File: src/rtl/mem_arbiter.sv
// mem_arbiter: shares one memory port between IFU (port 0) and LSU (port 1) with round-robin
// arbitration, one outstanding transaction, and a watchdog that forces an error response.
module mem_arbiter #(
  parameter int ADDR_W  = 32,
  parameter int DATA_W  = 32,
  parameter int TIMEOUT = 255
) (
  input  logic                clk,
  input  logic                rst,
  input  logic                ifu_req_valid,
  output logic                ifu_req_ready,
  input  logic [ADDR_W-1:0]   ifu_addr,
  output logic                ifu_resp_valid,
  output logic                ifu_resp_err,
  input  logic                lsu_req_valid,
  output logic                lsu_req_ready,
  input  logic [ADDR_W-1:0]   lsu_addr,
  input  logic                lsu_wen,
  input  logic [DATA_W-1:0]   lsu_wdata,
  input  logic [DATA_W/8-1:0] lsu_wmask,
  output logic                lsu_resp_valid,
  output logic                lsu_resp_err,
  output logic [DATA_W-1:0]   resp_rdata,
  output logic                mem_req_valid,
  input  logic                mem_req_ready,
  output logic [ADDR_W-1:0]   mem_addr,
  output logic                mem_wen,
  output logic [DATA_W-1:0]   mem_wdata,
  output logic [DATA_W/8-1:0] mem_wmask,
  input  logic                mem_resp_valid,
  input  logic [DATA_W-1:0]   mem_rdata
);

  // Counter only ever reaches TIMEOUT-1 before WAIT is left.
  localparam int CNT_W = (TIMEOUT < 2) ? 1 : $clog2(TIMEOUT);

  typedef enum logic [1:0] {IDLE, REQ, WAIT, RESP} state_t;

  state_t           state;
  logic             owner;       // 0 = IFU, 1 = LSU
  logic             last_grant;  // port granted most recently
  logic [CNT_W-1:0] wdog;
  logic             grant_ifu;
  logic             grant_lsu;
  logic             wdog_expired;

  // On a tie the port that did not win last time is granted.
  always_comb begin
    grant_ifu     = ifu_req_valid & (~lsu_req_valid | last_grant);
    grant_lsu     = lsu_req_valid & (~ifu_req_valid | ~last_grant);
    ifu_req_ready = (state == IDLE) & grant_ifu;
    lsu_req_ready = (state == IDLE) & grant_lsu;
    wdog_expired  = (wdog == CNT_W'(TIMEOUT - 1));
  end

  always_ff @(posedge clk) begin
    if (rst) begin
      state          <= IDLE;
      owner          <= 1'b0;
      last_grant     <= 1'b1;
      wdog           <= '0;
      mem_req_valid  <= 1'b0;
      mem_addr       <= '0;
      mem_wen        <= 1'b0;
      mem_wdata      <= '0;
      mem_wmask      <= '0;
      ifu_resp_valid <= 1'b0;
      ifu_resp_err   <= 1'b0;
      lsu_resp_valid <= 1'b0;
      lsu_resp_err   <= 1'b0;
      resp_rdata     <= '0;
    end else begin
      case (state)
        IDLE: begin
          if (grant_ifu | grant_lsu) begin
            owner         <= grant_lsu;
            last_grant    <= grant_lsu;
            mem_req_valid <= 1'b1;
            state         <= REQ;
            if (grant_lsu) begin
              mem_addr  <= lsu_addr;
              mem_wen   <= lsu_wen;
              mem_wdata <= lsu_wdata;
              mem_wmask <= lsu_wmask;
            end else begin
              mem_addr  <= ifu_addr;
              mem_wen   <= 1'b0;
              mem_wdata <= '0;
              mem_wmask <= '0;
            end
          end
        end
        REQ: begin
          if (mem_req_ready) begin
            mem_req_valid <= 1'b0;
            wdog          <= '0;
            state         <= WAIT;
          end
        end
        WAIT: begin
          wdog <= wdog + CNT_W'(1);
          // A response in the same cycle as expiry takes priority over the error.
          if (mem_resp_valid || wdog_expired) begin
            state          <= RESP;
            ifu_resp_valid <= ~owner;
            lsu_resp_valid <= owner;
            ifu_resp_err   <= ~owner & ~mem_resp_valid;
            lsu_resp_err   <= owner & ~mem_resp_valid;
            resp_rdata     <= mem_resp_valid ? mem_rdata : '0;
          end
        end
        RESP: begin
          ifu_resp_valid <= 1'b0;
          lsu_resp_valid <= 1'b0;
          ifu_resp_err   <= 1'b0;
          lsu_resp_err   <= 1'b0;
          state          <= IDLE;
        end
        default: state <= IDLE;
      endcase
    end
  end

endmodule
File: config.mk
export PLATFORM = sky130hd
export DESIGN_NAME = mem_arbiter
export DESIGN_NICKNAME = d
export VERILOG_FILES = /design/src/rtl/mem_arbiter.sv
export SDC_FILE = /design/constraint.sdc
export NUM_CORES = 1
export LEC_CHECK = 0
export CAP_MARGIN = 30
export CORE_MARGIN = 1.5
export CORE_UTILIZATION = 30
export CTS_BUF_LIST = sky130_fd_sc_hd__clkbuf_16
export DETAILED_ROUTE_END_ITERATION = 8
export HOLD_SLACK_MARGIN = 0.02
export REMOVE_ABC_BUFFERS = 1
export SYNTH_ARGS = -nofsm -noshare
export SYNTH_HDL_FRONTEND = slang
export SYNTH_SLANG_ARGS = --single-unit
File: constraint.sdc
create_clock -name clk -period 2.4 [get_ports clk]
set_clock_uncertainty 0.2 [all_clocks]
set_input_delay 0.24 -clock clk [delete_from_list [all_inputs] [get_ports clk]]
set_output_delay 0.24 -clock clk [all_outputs]
set_load 0.02 [all_outputs]
==> run summary, run 1 <==
- 0 — Routed Antenna Nets
- sky130_fd_sc_hd__dfxtp_1 — library cell with the highest instance count after synthesis
- 1960 ps — Req. time, crit path
- 2.93 nW — cell leakage power
- 1400 — filler cell count in the final layout
- buffers and inverters — Worst path top cell family by delay
- 246 — number of I/O port buffers
- 0 — count of flip-flops with a built-in enable after synthesis
- register to output port — CP Class
- 824 — NumNets Final
- 2 — deepest clock path buffer count
- sky130_fd_sc_hd__clkbuf_16 — clock tree root buffer cell
- met2 — most used routing layer in global routing
- 4144 — vias in the first global route
- 4 — total buffers and inverters traversed by the critical path
- 0 — global route total overflow
- 17 — clock buffer count from CTS
- 0 — synth warn
- 15400 µm² — placeable core region
- 0 — number of pins exceeding their max-slew limit in the final report
- sky130_fd_sc_hd__dfxtp_1, sky130_fd_sc_hd__nor2_1, sky130_fd_sc_hd__mux2i_1 — Commonest cells post-synth
- 129 µm — Chip Height
- 871 — placed cell count
- 50 ps — clock transition time at the flip-flop clock pins of the worst setup and hold paths
- 519 µV — peak supply drop
- 15.1 µm — Routed WL per cell
- 8.34% — met3 Resource Use GR
- 900 — final cell count without fillers
- 65.3% — relative max-transition margin
- 12.3% — share of post-route cells with drive strength above 1
- 4 — count of TritonRoute iterations in the first routing pass
- 151 — violation count after the first detailed-route iteration
- 13600 µm — final wirelength
- 2110 ps — Final Critical Period
- 20800 µm — global-route wire length before repair
- 118 — number of sinks on the clock net
- 88.0% — final clock period utilization by the worst path
- 45 — number of core rows
- 51.1% — share of the core filled with cells in the final layout
- 400 ps — clock insertion delay at the later pin of the skew report
- 0 — number of antenna violations at the first check in global routing
- 1670 ps — data arrival at the endpoint of the critical path
- sky130_fd_sc_hd__dfxtp_1, sky130_fd_sc_hd__mux2i_1, sky130_fd_sc_hd__a22o_1 — biggest area contributors in the synthesized netlist
- 46 — number of unique standard cell types used by synthesis
- 49.4% — fraction of post-synthesis cell area in the top cell type by area
- 10.9 µm² — post-synthesis average cell area
- 4122 — detailed-route via count
- 7860 µm² — design area
- 17.9% — global routing met1 resource utilization
- output port — Critical Path Sink Type
- 4.58 — post-detailed-route via-to-cell ratio
- 0 ps — sum of negative setup slack
- 0 — max_cap viols
- sky130_fd_sc_hd__dfxtp_1 — CP max-delay cell
- 0.775 — Placer Congestion
- 31.1% — Initial Util
- 26.7% — met2 global-route usage
- 506 ps — Worst Max-Slew Pin Slew
- 380 ps — longest individual stage delay on the worst path
- 4780 µm² — netlist area before placement
- 0 — Final setup viols
- 7360 µm² — cell area after placement
- 4 — # H-tree levels
- 118 — number of flip-flops and latches in the synthesized netlist
- 9920 µm — half-perimeter wire length after detailed placement
- 16.3% — global-route total usage across every layer
- false — RSZ-0062 raised after global routing
- yes — TritonCTS clock tree
- input pin to register — worst min path class
- 64.5% — area growth from synthesis to layout
- 0 — drc violations
- 49.4% — sequential fraction of the synthesis area
- sky130_fd_sc_hd__dfxtp_1 — most common flop cell mapped by yosys
- 0 — diodes inserted
- register — category of the worst setup path launch point
- 0 — Hold-fix buffers, CTS
- inv_1 -> ha_1 -> buf_4 -> nand2_4 -> inv_4 -> dlygate4sd2_1 — sequence of cells on the critical path
- 129 µm — Die X-Extent
- 7 — maximum fanout along the worst path
- 0 — count of endpoints failing hold in the final timing report
- 16700 µm² — Die ar.
- 440 ps — worst reg2reg setup slack
- 473 MHz — Peak Freq
- 0% — fraction of registers with async set or reset after synthesis
- 440 — gate count after technology mapping
- sky130_fd_sc_hd__dfxtp_1 — cell taking the most area after synthesis
- 995 nW/µm² — power density over cell area
- 247 — I/O pin count
- 65 — largest net degree at the start of global routing
- completed — run status
repair_timing:
action / 4_1_cts / 5_1_grt
hold endpoints to repair: 0 / 0
buffers inserted: 0 / 0
endpoints found under the setup margin: 1 / 1
resized for setup: 1 / 1
stage by stage:
step | total power, mW | setup WS, ps | hold WS (ps)
3_5_place_dp | 5.71 | 198 | 266
2_1_floorplan | 4.28 | -1160 | 105
3_3_place_gp | 5.66 | 205 | 264
4_1_cts | 7.93 | 21.5 | 45.1
6_report | 7.82 | 287 | 55.3
5_1_grt | 8.28 | 178 | 62.8
report_power, final:
group	total, mW	switching [mW]	leakage (nW)	internal (mW)
registers	2.58	0.223	0.964	2.36
logic	3.06	1.62	1.72	1.43
clock network	2.18	0.820	0.251	1.36
path summary, 6_finish.rpt:
kind | from | end | cells after the start
setup / recovery | state[0]$_SDFFE_PP0P_ | lsu_req_ready | 6
hold / removal | rst | mem_wdata[17]$_SDFFE_PP0P_ | 2
setup reg to reg | state[0]$_SDFFE_PP0P_ | wdog[3]$_SDFFE_PP0P_ | 5
hold reg to reg | resp_rdata[26]$_SDFFE_PP0P_ | resp_rdata[26]$_SDFFE_PP0P_ | 1
layout make-up:
type	count	area (µm²)	area share, %
clock buffer	17	425	5.41
clock inverter	12	75.1	0.955
inverter	6	25.0	0.318
multi-input combinational	280	2120	27.0
sequential	118	2360	30.1
tap	211	264	3.36
timing repair buffer	256	2590	32.9
metal layers:
layer	wire (µm)	vias up	share of wire (%)
met5	0	-	0
met4	285	0	2.1
met1	5510	1847	41
li1	-	2080	-
met3	1380	19	10
met2	6380	176	47
state kept, by name, indices dropped and copies added, names as in the netlist, 2 cells and up:
signal	count
resp_rdata	32
mem_wmask	4
mem_addr	32
mem_wdata	32
state	2
wdog	8
worst register-to-register path, stage by stage (launching register included):
cell,delay (ps)
sky130_fd_sc_hd__dfxtp_1,380
sky130_fd_sc_hd__inv_1,80
sky130_fd_sc_hd__ha_1,340
sky130_fd_sc_hd__mux2i_1,460
sky130_fd_sc_hd__o21bai_1,260
sky130_fd_sc_hd__a21oi_1,170
cells in the final DEF, fill, tap and decap left out, drive strengths merged, types with 5 or more instances in the layout:
master	Yosys	layout
clkbuf	12	17
clkinv	0	7
nor2	77	77
nor3	5	5
clkdlybuf4s50	0	243
a21oi	8	8
nor2b	6	6
inv	6	9
a22o	32	32
mux2i	34	34
nand2	6	6
dfxtp	118	118
ha	6	6
a211oi	33	33
a22oi	37	37
buf	24	11
kinds of logic (layout without fill, tap and decap cells):
family                   Yosys count  after routing  share of synthesized area, %
XOR/XNOR                           5              5                         0.917
AND/OR/NAND/NOR                  110            110                          11.3
buffers and inverters             42            291                          6.65
multiplexers                      35             35                          7.36
AO/OA/AOI/OAI                    124            124                          22.8
adder cells (fa/ha/maj)            6              6                          1.57
flip-flops                       118            118                          49.5
No activity file was read; power rests on OpenSTA's default activity.
==> run 2, diff against run 1 <==
- CORE_ASPECT_RATIO: unset -> 1.2
==> run 2 against run 1 <==
Compared with the run above:
- combinational power barely moved
- non-clock buffer count rose by 1
- critical path depth fell by 1
- final cell count did not move
- critical endpoint is now ifu_req_ready
- largest cell class unchanged
- largest power group unchanged
==> run summary, run 2 (same netlist as run 1, synthesis figures left out) <==
- completed — run status
- sky130_fd_sc_hd__dlygate4sd2_1 — CP max-delay cell
- 50 — number of core rows
- register — category of the worst setup path launch point
- sky130_fd_sc_hd__clkdlybuf4s50_1, sky130_fd_sc_hd__dfxtp_1, sky130_fd_sc_hd__nor2_1, sky130_fd_sc_hd__mux2i_1, sky130_fd_sc_hd__a22o_1 — most frequent cells in the layout
- inv_1 -> ha_1 -> nand2_1 -> a21oi_1 -> dlygate4sd2_1 — sequence of cells on the critical path
- 462 MHz — Peak Freq
- 2 — deepest clock path buffer count
- 17 — clock buffer count from CTS
- 7350 µm² — cell area after placement
- 13.3% — share of post-route cells with drive strength above 1
- 220 ps — hold slack
- 21600 µm — global-route wire length before repair
- 991 nW/µm² — power density over cell area
- 50 ps — clock transition time at the flip-flop clock pins of the worst setup and hold paths
- 118 — number of sinks on the clock net
- 0 — number of pins exceeding their max-slew limit in the final report
- 5 — logic depth of the worst register-to-register path
- 0 — number of antenna violations at the first check in global routing
- 0 — Final setup viols
- 0 ps — sum of negative setup slack
- 118 µm — Die X-Extent
- 64.1% — relative max-transition margin
- 90.2% — final clock period utilization by the worst path
- 0 — count of endpoints failing hold in the final timing report
- 247 — I/O pin count
- 523 ps — Worst Max-Slew Pin Slew
- false — RSZ-0062 raised after global routing
- 123 ps — worst setup timing slack at the placement stage
- output port — Critical Path Sink Type
- 900 — final cell count without fillers
- 0 — Routed Antenna Nets
- 64.6% — area growth from synthesis to layout
- 0 — global route total overflow
- input pin to register — worst min path class
- 1720 ps — data arrival at the endpoint of the critical path
- register to output port — CP Class
- 1960 ps — Req. time, crit path
- 7860 µm² — design area
- 4 — # H-tree levels
- 236 ps — final worst setup slack
- 0 — max_cap viols
- 7.79 mW — overall power of the completed layout
- 13800 µm — final wirelength
- 141 µm — Chip Height
- 2 — Worst Hold Path Cells
- 4212 — detailed-route via count
- 4198 — vias in the first global route
- 825 — NumNets Final
- 16.4% — global-route total usage across every layer
- 410 ps — clock insertion delay at the later pin of the skew report
- sky130_fd_sc_hd__clkdlybuf4s50_1 — leading cell type in the layout, fill and taps excluded
- 2.93 nW — cell leakage power
- 30.7% — Initial Util
- 50.5% — share of the core filled with cells in the final layout
- 4 — count of TritonRoute iterations in the first routing pass
- 868 — placed cell count
- 0 — diodes inserted
- 0 — drc violations
- 15600 µm² — placeable core region
- 2 — total buffers and inverters traversed by the critical path
- 5 — total number of cells along the worst setup path
- 3 — maximum fanout along the worst path
- 16700 µm² — Die ar.
- 4.68 — post-detailed-route via-to-cell ratio
- 246 — number of I/O port buffers
- 9960 µm — half-perimeter wire length after detailed placement
- yes — TritonCTS clock tree
- 135 — violation count after the first detailed-route iteration
- 77 — largest net degree at the start of global routing
- 465 µV — peak supply drop
- buffers and inverters — Worst path top cell family by delay
- mem_addr: 32 flops, mem_wdata: 32 flops, resp_rdata: 32 flops — largest registers
- 2160 ps — Final Critical Period
- sky130_fd_sc_hd__clkbuf_16 — clock tree root buffer cell
- 380 ps — longest individual stage delay on the worst path
- 15.3 µm — Routed WL per cell
- 0.821 — Placer Congestion
[run 2: what timing repair did]
item / 4_1_cts / 5_1_grt
pin swaps: 0 / 0
resized for setup: 1 / 1
buffers inserted: 0 / 0
hold endpoints to repair: 2 / 0
gates cloned: 0 / 0
hold buffers: 1 / 0
endpoints found under the setup margin: 1 / 1
[run 2: layer usage]
metal | up-vias | wire, µm | part of all wire (%) | GRT usage (%)
met1 | 1946 | 5590 | 40 | 18.0
met3 | 17 | 1180 | 8.5 | 6.19
li1 | 2075 | - | - | -
met2 | 174 | 6800 | 49 | 28.5
met4 | 0 | 236 | 1.7 | 6.61
met5 | - | 0 | 0 | 0
[run 2: report_power, final]
part | switching (mW) | leakage [nW] | internal, mW
clock network | 0.870 | 0.249 | 1.28
registers | 0.226 | 0.964 | 2.36
logic | 1.62 | 1.72 | 1.44
[run 2: area by class of cell]
type                       instances  area, µm²
timing repair buffer             257       2600
inverter                           6       25.0
tap                              208        260
clock buffer                      17        425
sequential                       118       2360
fill                            1423       7710
multi-input combinational        280       2120
clock inverter                    14       73.8
[run 2: path summary, 6_finish.rpt]
kind | slack, ps | from | end
max | 240 | state[1]$_SDFFE_PP0P_ | ifu_req_ready
min | 220 | mem_rdata[0] | resp_rdata[0]$_SDFFE_PP0P_
max reg2reg | 450 | state[0]$_SDFFE_PP0P_ | wdog[3]$_SDFFE_PP0P_
min reg2reg | 270 | resp_rdata[0]$_SDFFE_PP0P_ | resp_rdata[0]$_SDFFE_PP0P_
[run 2: worst reg2reg max path, delay by kind of cell, from the launching register on]
kind                     cells  cell delay [ps]
adder cells (fa/ha/maj)      1              330
multiplexers                 1              470
flip-flops                   1              390
buffers and inverters        1               80
AO/OA/AOI/OAI                2              420
